`src/rtl/issue_scoreboard.sv`:
```
// Per-register RAW/load-use scoreboard between decode and execute, with in-order sequence tags.
// Optional macro SCOREBOARD_WAW_STALL_EN: allow at most one in-flight writer per register.
module issue_scoreboard #(
    parameter int NUM_REGS  = 32,
    parameter int REG_IDX_W = 5,
    parameter int NUM_SRC   = 2,
    parameter int MAX_PEND  = 3,
    parameter int CNT_W     = 2,
    parameter int SEQ_W     = 4
) (
    input  logic                         clk,
    input  logic                         reset,
    input  logic                         issue_valid,
    output logic                         issue_ready,
    input  logic                         issue_wen,
    input  logic [REG_IDX_W-1:0]         issue_dst,
    input  logic                         issue_is_load,
    input  logic [NUM_SRC*REG_IDX_W-1:0] issue_src,
    input  logic [NUM_SRC-1:0]           issue_src_en,
    output logic [SEQ_W-1:0]             issue_tag,
    output logic [NUM_SRC-1:0]           src_pend,
    output logic [NUM_SRC*SEQ_W-1:0]     src_tag,
    input  logic                         ld_ret_valid,
    input  logic [REG_IDX_W-1:0]         ld_ret_dst,
    input  logic [SEQ_W-1:0]             ld_ret_tag,
    input  logic                         retire_valid,
    input  logic [REG_IDX_W-1:0]         retire_dst
);

    localparam logic [CNT_W-1:0] CNT_MAX = CNT_W'(MAX_PEND);

    logic [CNT_W-1:0]     cnt_q  [NUM_REGS];
    logic [CNT_W-1:0]     cnt_d  [NUM_REGS];
    logic [SEQ_W-1:0]     ytag_q [NUM_REGS];
    logic [SEQ_W-1:0]     ytag_d [NUM_REGS];
    logic                 ldw_q  [NUM_REGS];
    logic                 ldw_d  [NUM_REGS];
    logic [SEQ_W-1:0]     seq_q, seq_d;

    logic [REG_IDX_W-1:0] src_idx [NUM_SRC];
    logic                 ld_hazard;
    logic                 full_hazard;
    logic                 wr_req;
    logic                 ret_same;
    logic                 fire;

    always_comb begin
        for (int i = 0; i < NUM_SRC; i++) begin
            src_idx[i] = issue_src[i*REG_IDX_W +: REG_IDX_W];
        end
    end

    always_comb begin
        src_pend  = '0;
        src_tag   = '0;
        ld_hazard = 1'b0;
        for (int i = 0; i < NUM_SRC; i++) begin
            src_pend[i] = issue_src_en[i] && (src_idx[i] != '0) && (cnt_q[src_idx[i]] != '0);
            src_tag[i*SEQ_W +: SEQ_W] = ytag_q[src_idx[i]];
            // A load returning this very cycle is on the bypass bus, so it releases the stall.
            if (src_pend[i] && ldw_q[src_idx[i]] &&
                !(ld_ret_valid && (ld_ret_dst == src_idx[i]) && (ld_ret_tag == ytag_q[src_idx[i]]))) begin
                ld_hazard = 1'b1;
            end
        end
    end

    always_comb begin
        wr_req   = issue_wen && (issue_dst != '0);
        ret_same = retire_valid && (retire_dst == issue_dst);
`ifdef SCOREBOARD_WAW_STALL_EN
        full_hazard = wr_req && (cnt_q[issue_dst] != '0) &&
                      !(ret_same && (cnt_q[issue_dst] == CNT_W'(1)));
`else
        full_hazard = wr_req && (cnt_q[issue_dst] == CNT_MAX) && !ret_same;
`endif
        issue_ready = !ld_hazard && !full_hazard;
        fire        = issue_valid && issue_ready;
        issue_tag   = seq_q;
    end

    always_comb begin
        cnt_d  = cnt_q;
        ytag_d = ytag_q;
        ldw_d  = ldw_q;
        seq_d  = seq_q;
        if (ld_ret_valid && (ytag_q[ld_ret_dst] == ld_ret_tag)) begin
            ldw_d[ld_ret_dst] = 1'b0;
        end
        if (retire_valid && (cnt_q[retire_dst] != '0)) begin
            cnt_d[retire_dst] = cnt_q[retire_dst] - 1'b1;
        end
        if (fire) begin
            seq_d = seq_q + 1'b1;
        end
        // Issue overrides retire/return on the same register; a retire at cnt=0 stays ignored.
        if (fire && wr_req) begin
            cnt_d[issue_dst]  = (ret_same && (cnt_q[issue_dst] != '0)) ? cnt_q[issue_dst]
                                                                       : cnt_q[issue_dst] + 1'b1;
            ytag_d[issue_dst] = seq_q;
            ldw_d[issue_dst]  = issue_is_load;
        end
    end

    always_ff @(posedge clk) begin
        if (reset) begin
            for (int r = 0; r < NUM_REGS; r++) begin
                cnt_q[r]  <= '0;
                ytag_q[r] <= '0;
                ldw_q[r]  <= 1'b0;
            end
            seq_q <= '0;
        end else begin
            cnt_q  <= cnt_d;
            ytag_q <= ytag_d;
            ldw_q  <= ldw_d;
            seq_q  <= seq_d;
        end
    end

endmodule

```
`config.mk`:
```
export PLATFORM = sky130hd
export DESIGN_NAME = issue_scoreboard
export DESIGN_NICKNAME = d
export VERILOG_FILES = /design/src/rtl/issue_scoreboard.sv
export SDC_FILE = /design/constraint.sdc
export NUM_CORES = 1
export LEC_CHECK = 0
export CAP_MARGIN = 40
export CORE_MARGIN = 2
export CORE_UTILIZATION = 50
export DETAILED_ROUTE_END_ITERATION = 16
export DONT_BUFFER_PORTS = 1
export MAX_ROUTING_LAYER = met4
export PLACE_DENSITY_LB_ADDON = 0.15
export SLEW_MARGIN = 10
export SYNTH_ARGS = -nofsm -noshare
export SYNTH_HDL_FRONTEND = slang
export SYNTH_SLANG_ARGS = --single-unit
```
`constraint.sdc`:
```
create_clock -name clk -period 3.95 [get_ports clk]
set_input_delay 0.5925 -clock clk [delete_from_list [all_inputs] [get_ports clk]]
set_output_delay 0.5925 -clock clk [all_outputs]
set_load 0.02 [all_outputs]
```
==> qor.csv, run 1 <==
metric,value,unit
Cells after Synth,1671,
hold buffers post-CTS,0,
fmax,271.3,MHz
vias in the first global route,13080,
CP required,3.36,ns
max-slew violation count,0,
RSZ-0062 raised after global routing,false,
CTS Buffer Depth,3,
R2R depth,11,
Final TNS setup,0,ns
Seq pwr share,0.439,
critical path endpoint,issue_ready,
num rows,65,
post-route ant nets,0,
pin count of the biggest net entering global routing,81,
# clock sinks,228,
Final WS setup,0.2635,ns
Worst-Margin Slew,0.7869,ns
Synth-to-Final Area Change,7.835,%
CP Capture Type,primary output,
initial cell density of the core,0.5044,
CORE AREA,0.03131,mm^2
post-DP HPWL,40060,um
vias after detailed routing,14010,
first-pass GRT wire length,86510,um
"Hold Vio Cnt, Final",0,
total grt overflow,0,
clock power share,0.482,
final wirelength,57670,um
TritonCTS buffer count,27,
total of max-cap violations,0,
PwrDens,310.1,mW/mm^2
total number of H-tree levels,1,
#FFs+latches synth,228,
Post-synth EDFFs,0,
overall die height,181.7,um
syn_area_per_cell,9.452,um^2
port bufs,0,
Setup CP Type,flip-flop to primary output,
sequential element share of the synthesized area,0.2890,
worst hold path type,primary input to flip-flop,
"commonest non-fill, non-tap cell in the layout",dfxtp_1,
"Net count, final",1657,
worst skew pair latency,0.57,ns
root buf cell,clkbuf_16,
crit path max fanout,15,
DRC Markers,0,
min cycle time layout,3.687,ns
Leakage,0.006466,uW
total global-route track usage,0.3562,
drt first-iter violations,1650,
"reg-to-reg slack, setup",0.62,ns
peak supply drop,0.2902,mV
die area,0.03303,mm^2
synth unique cells,66,
Sw Share,0.2452,
Fin Hold WS,0.1120,ns
"commonest non-fill, non-tap cells in the layout","dfxtp_1, nor2_1, mux2i_1, nand2_1, mux4_2",
Synth Net Count,1713,
post-CTS sizing,0,
initial antenna violation count,1,
Critical path origin,cnt_q[37],
status,"finished, final reports clean",
worst slack at placement,0.3208,ns
routed vias/inst,6.876,
Critical Path AT,3.09,ns
Slew headroom,0.4699,
Worst setup SP type,flip-flop,
post-CTS setup buffers,0,
warnings from Yosys,0,
CTS tree,done,
Reg-to-Reg Start,cnt_q[35],
Worst-path clk slew,0.06,ns
Int Power,3987,uW
Design Power,5282,uW
fin crit share,0.9333,
GPL Wtd Cong,0.9513,
Post-Syn Area,0.01579,mm^2
share of cells above drive strength 1,0.2295,
Logic pwr share,0.079,
Final Skew,0.01660,ns
io pins,53,
worst r2r dst,cnt_q[28],
Sw Pwr,1295,uW
chip width,181.7,um
"Top FF cell, synth",dfxtp_1,
final setup violation count,0,
fraction of registers with async set/reset,0,
DR pass1 iterations,5,
routed len/inst,28.31,um
state kept, by name, indices dropped and copies added (netlist names):
signal and cells:
cnt_q 64, issue_tag 4, ldw_q 32, ytag_q 128
critical path, cell delays in order (launching register included):
cell     delay (ns)
dfxtp_1        0.40
nor2_1         0.10
mux4_2         0.47
mux2i_1        0.29
mux2i_1        0.12
o22ai_1        0.22
nand2_1        0.14
a41o_2         0.28
buf_4          0.19
and3_1         0.32
layer usage:
layer / track usage / part of all wire / vias up
met2: 0.5200 / 0.43 / 752
li1: - / - / 6127
met4: 0.1311 / 0.041 / 0
met5: - / 0 / -
met3: 0.06518 / 0.10 / 146
met1: 0.4938 / 0.43 / 6981
power groups by stage:
stage | combinational (uW) | clock [uW] | sequential, uW
global placement | 402 | 0 | 2370
detailed placement | 408 | 0 | 2370
finish | 417 | 2550 | 2320
global route | 439 | 2660 | 2320
floorplan | 420 | 0 | 2360
CTS | 410 | 2570 | 2320
cell type report:
cell class / count / area (um^2)
antenna: 1 / 2.502
clock buffer: 38 / 777.0
clock inverter: 10 / 107.6
fill: 2816 / 14280
inverter: 22 / 85.08
multi-input combinational: 1261 / 10370
sequential: 228 / 4564
tap: 402 / 503.0
timing repair buffer: 75 / 618.1
cell usage after synthesis, drive strengths merged, types with 9 or more instances:
master	instances	share of area
mux2	66	0.052
nand3	40	0.022
inv	21	0.0050
a21oi	63	0.020
clkbuf	74	0.018
nand4	27	0.011
nor2b	12	0.0048
mux2i	195	0.12
nand3b	10	0.0048
o211ai	15	0.0071
xor2	16	0.0089
and3	13	0.0055
a31o	57	0.032
dfxtp	228	0.29
xnor2	13	0.0072
nand2	162	0.039
nor2	200	0.048
a22oi	52	0.025
o22ai	10	0.0040
nor3	28	0.0089
mux4	108	0.15
a41o	9	0.0058
a211oi	40	0.019
buf	86	0.033
o21ai	44	0.014
through the flow:
stage               instance area [um^2]    util  std cells
finish                             17030  0.5439       2037
global route                       17030  0.5439       2037
CTS                                17030  0.5439       2036
detailed placement                 16140  0.5156       1988
global placement                   16070  0.5133       1984
floorplan                          15800       -       1671
worst min path at each step:
stage / startpoint / endpoint / depth (start not counted)
floorplan: ldw_q[31] / ldw_q[31] / 2
finish: reset / cnt_q[62] / 1
detailed placement: ldw_q[31] / ldw_q[31] / 2
global route: reset / cnt_q[63] / 1
global placement: ldw_q[31] / ldw_q[31] / 2
CTS: reset / ytag_q[126] / 1
kinds of logic (layout without fill, tap and decap cells):
kind of cell / Yosys count / after routing / share of synthesized area
adders and majority gates: 4 / 4 / 0.003169
and+or+nand+nor: 543 / 543 / 0.1655
xor gates and xnor gates: 29 / 29 / 0.01608
buffers and inverters: 182 / 145 / 0.05609
muxes: 369 / 369 / 0.3294
other: 0 / 1 / 0
AOI/OAI and AO/OA: 316 / 316 / 0.1408
DFF: 228 / 228 / 0.2890
Power figures use the tool's default switching activity.
==> run 2, diff against run 1 <==
- PLACE_DENSITY: default -> 0.78
- PLACE_DENSITY_LB_ADDON: 0.15 -> default
==> run 2 against run 1 <==
Clock skew is 0.0057 ns lower. Wire length is 3.4% lower. Non-clock buffer count is 15 lower. Clock-buffer cell count is 4 lower. Sequential cell count stayed put. Sequential power hardly changed. Via count is 1.3% higher. Largest cell class unchanged.
==> qor.csv, run 2 (synthesis gave the netlist of run 1 again) <==
metric,value,unit,change
max FFs per register,128,,unchanged
initial antenna violation count,0,,-1
RSZ-0062 raised after global routing,false,,
post-route ant nets,0,,unchanged
Logic pwr share,0.078,,about the same
Largest Register,ytag_q,,
port bufs,0,,unchanged
Final Skew,0.01091,ns,-0.005684 ns
clock power share,0.489,,+0.007
Int Power,4071,uW,+2.1%
root buf cell,clkbuf_16,,
DRC Markers,0,,unchanged
total grt overflow,0,,unchanged
max-slew violation count,0,,unchanged
min cycle time layout,3.826,ns,+0.1392 ns
slowest CP cell,o311ai_0,,
share of cells above drive strength 1,0.2233,,-0.006245
CTS Buffer Depth,3,,unchanged
Reg-to-Reg Start,cnt_q[10],,
io pins,53,,unchanged
# clock sinks,228,,unchanged
"Hold Vio Cnt, Final",0,,unchanged
Synth-to-Final Area Change,7.407,%,
Seq pwr share,0.433,,-0.006
"Net count, final",1641,,-0.97%
"commonest non-fill, non-tap cells in the layout","dfxtp_1, nor2_1, mux2i_1, nand2_1, mux4_2",,
crit path max fanout,15,,unchanged
vias after detailed routing,14190,,+1.3%
routed vias/inst,7.026,,+2.2%
Hold Startpoint,reset,,
post-layout util,0.5418,,-0.002158
vias in the first global route,13360,,+2.2%
TritonCTS buffer count,26,,-3.7%
CTS tree,done,,
Worst-path clk slew,0.06,ns,about the same
CORE AREA,0.03131,mm^2,unchanged
final setup violation count,0,,unchanged
overall die height,181.7,um,unchanged
Worst-Margin Slew,0.8177,ns,+0.03078 ns
GPL Wtd Cong,1.043,,+9.6%
Final TNS setup,0,ns,unchanged
Sw Pwr,1284,uW,-0.86%
total global-route track usage,0.3413,,-0.01496
cell with the most instances on the worst path,buf_4,,
fmax,261.4,MHz,-3.6%
PwrDens,315.7,mW/mm^2,+1.8%
Critical path origin,cnt_q[10],,
worst skew pair latency,0.56,ns,about the same
post-DP HPWL,37580,um,-6.2%
biggest regs,"ytag_q: 128 flops, cnt_q: 64 flops, ldw_q: 32 flops",,
fin crit share,0.9685,,+0.03525
routed len/inst,27.58,um,-2.6%
Worst setup SP type,flip-flop,,
crit-path cells,"o311ai_0, a21oi_1, nor4_1, o22ai_2, nand2_1, a41o_2, buf_4, and3_1, buf_4",,
DR pass1 iterations,6,,+1
Sw Share,0.2398,,-0.005407
"commonest non-fill, non-tap cell in the layout",dfxtp_1,,
CP Capture Type,primary output,,
Leakage,0.006406,uW,-0.93%
final wirelength,55680,um,-3.4%
total number of H-tree levels,1,,unchanged
total of max-cap violations,0,,unchanged
pin count of the biggest net entering global routing,75,,-7.4%
die area,0.03303,mm^2,unchanged
placed cell areas,0.01605,mm^2,-0.60%
hold buffers post-CTS,0,,unchanged
Antenna diodes,0,,-1
drt first-iter violations,2097,,+27%
peak supply drop,0.3954,mV,+36%
Critical Path AT,3.23,ns,+0.14 ns
final instance area,0.01696,mm^2,-0.40%
status,"finished, final reports clean",,
Slew headroom,0.4532,,-0.01662
num rows,65,,unchanged
initial cell density of the core,0.5044,,unchanged
chip width,181.7,um,unchanged
slowest cell delay on critical path,0.50,ns,+0.03 ns
CP required,3.36,ns,about the same
Setup CP Type,flip-flop to primary output,,
worst hold path type,primary input to flip-flop,,
first-pass GRT wire length,83740,um,-3.2%
==> run 2: worst paths after layout <==
path	endpoint	slack, ns	cells past startpoint
max	issue_ready	0.12	9
min	cnt_q[62]	0.12	1
max reg2reg	ytag_q[71]	0.57	10
min reg2reg	ldw_q[31]	0.46	2
==> run 2: area by class of cell <==
type	count	area (um^2)
sequential	228	4564
inverter	22	85.08
tap	402	503.0
multi-input combinational	1261	10380
clock inverter	12	168.9
clock buffer	34	742.0
timing repair buffer	60	520.5
fill	2685	14350
==> run 2: routing by layer <==
metal,routed length (um),vias to the layer above,global-route usage
met3,7060,240,0.07320
li1,-,6093,-
met5,0,-,-
met1,20200,6808,0.4326
met4,4001,0,0.1938
met2,24410,1044,0.5062
==> run 2: power by group through the flow <==
stage	clock network (uW)	logic [uW]	registers, uW
after floorplan	0	420	2360
after global placement	0	397	2370
after detailed placement	0	403	2370
after CTS	2630	405	2320
after global routing	2710	433	2320
final	2620	416	2320
==> run 2: what timing repair did <==
item | 4_1_cts | 5_1_grt
buffers inserted | 0 | 0
endpoints found under the setup margin | 0 | 1
resized for setup | 0 | 1
==> run 2: critical path: cells and delay by family (launching register included) <==
kind                   cells  cell delay (ns)
AO/OA/AOI/OAI              4             1.00
buffers and inverters      2             0.42
flip-flops                 1             0.38
AND/OR/NAND/NOR            3             0.88
==> run 2: through the flow <==
step	setup slack, ns	instances	total power (uW)	hold WS (ns)
after floorplan	0.01116	1671	2785	0.4191
after global placement	0.3275	1972	2767	0.4341
after detailed placement	0.3256	1973	2773	0.4463
after CTS	0.1054	2019	5354	0.1016
after global routing	0.05993	2019	5464	0.1102
final	0.1242	2019	5355	0.1232
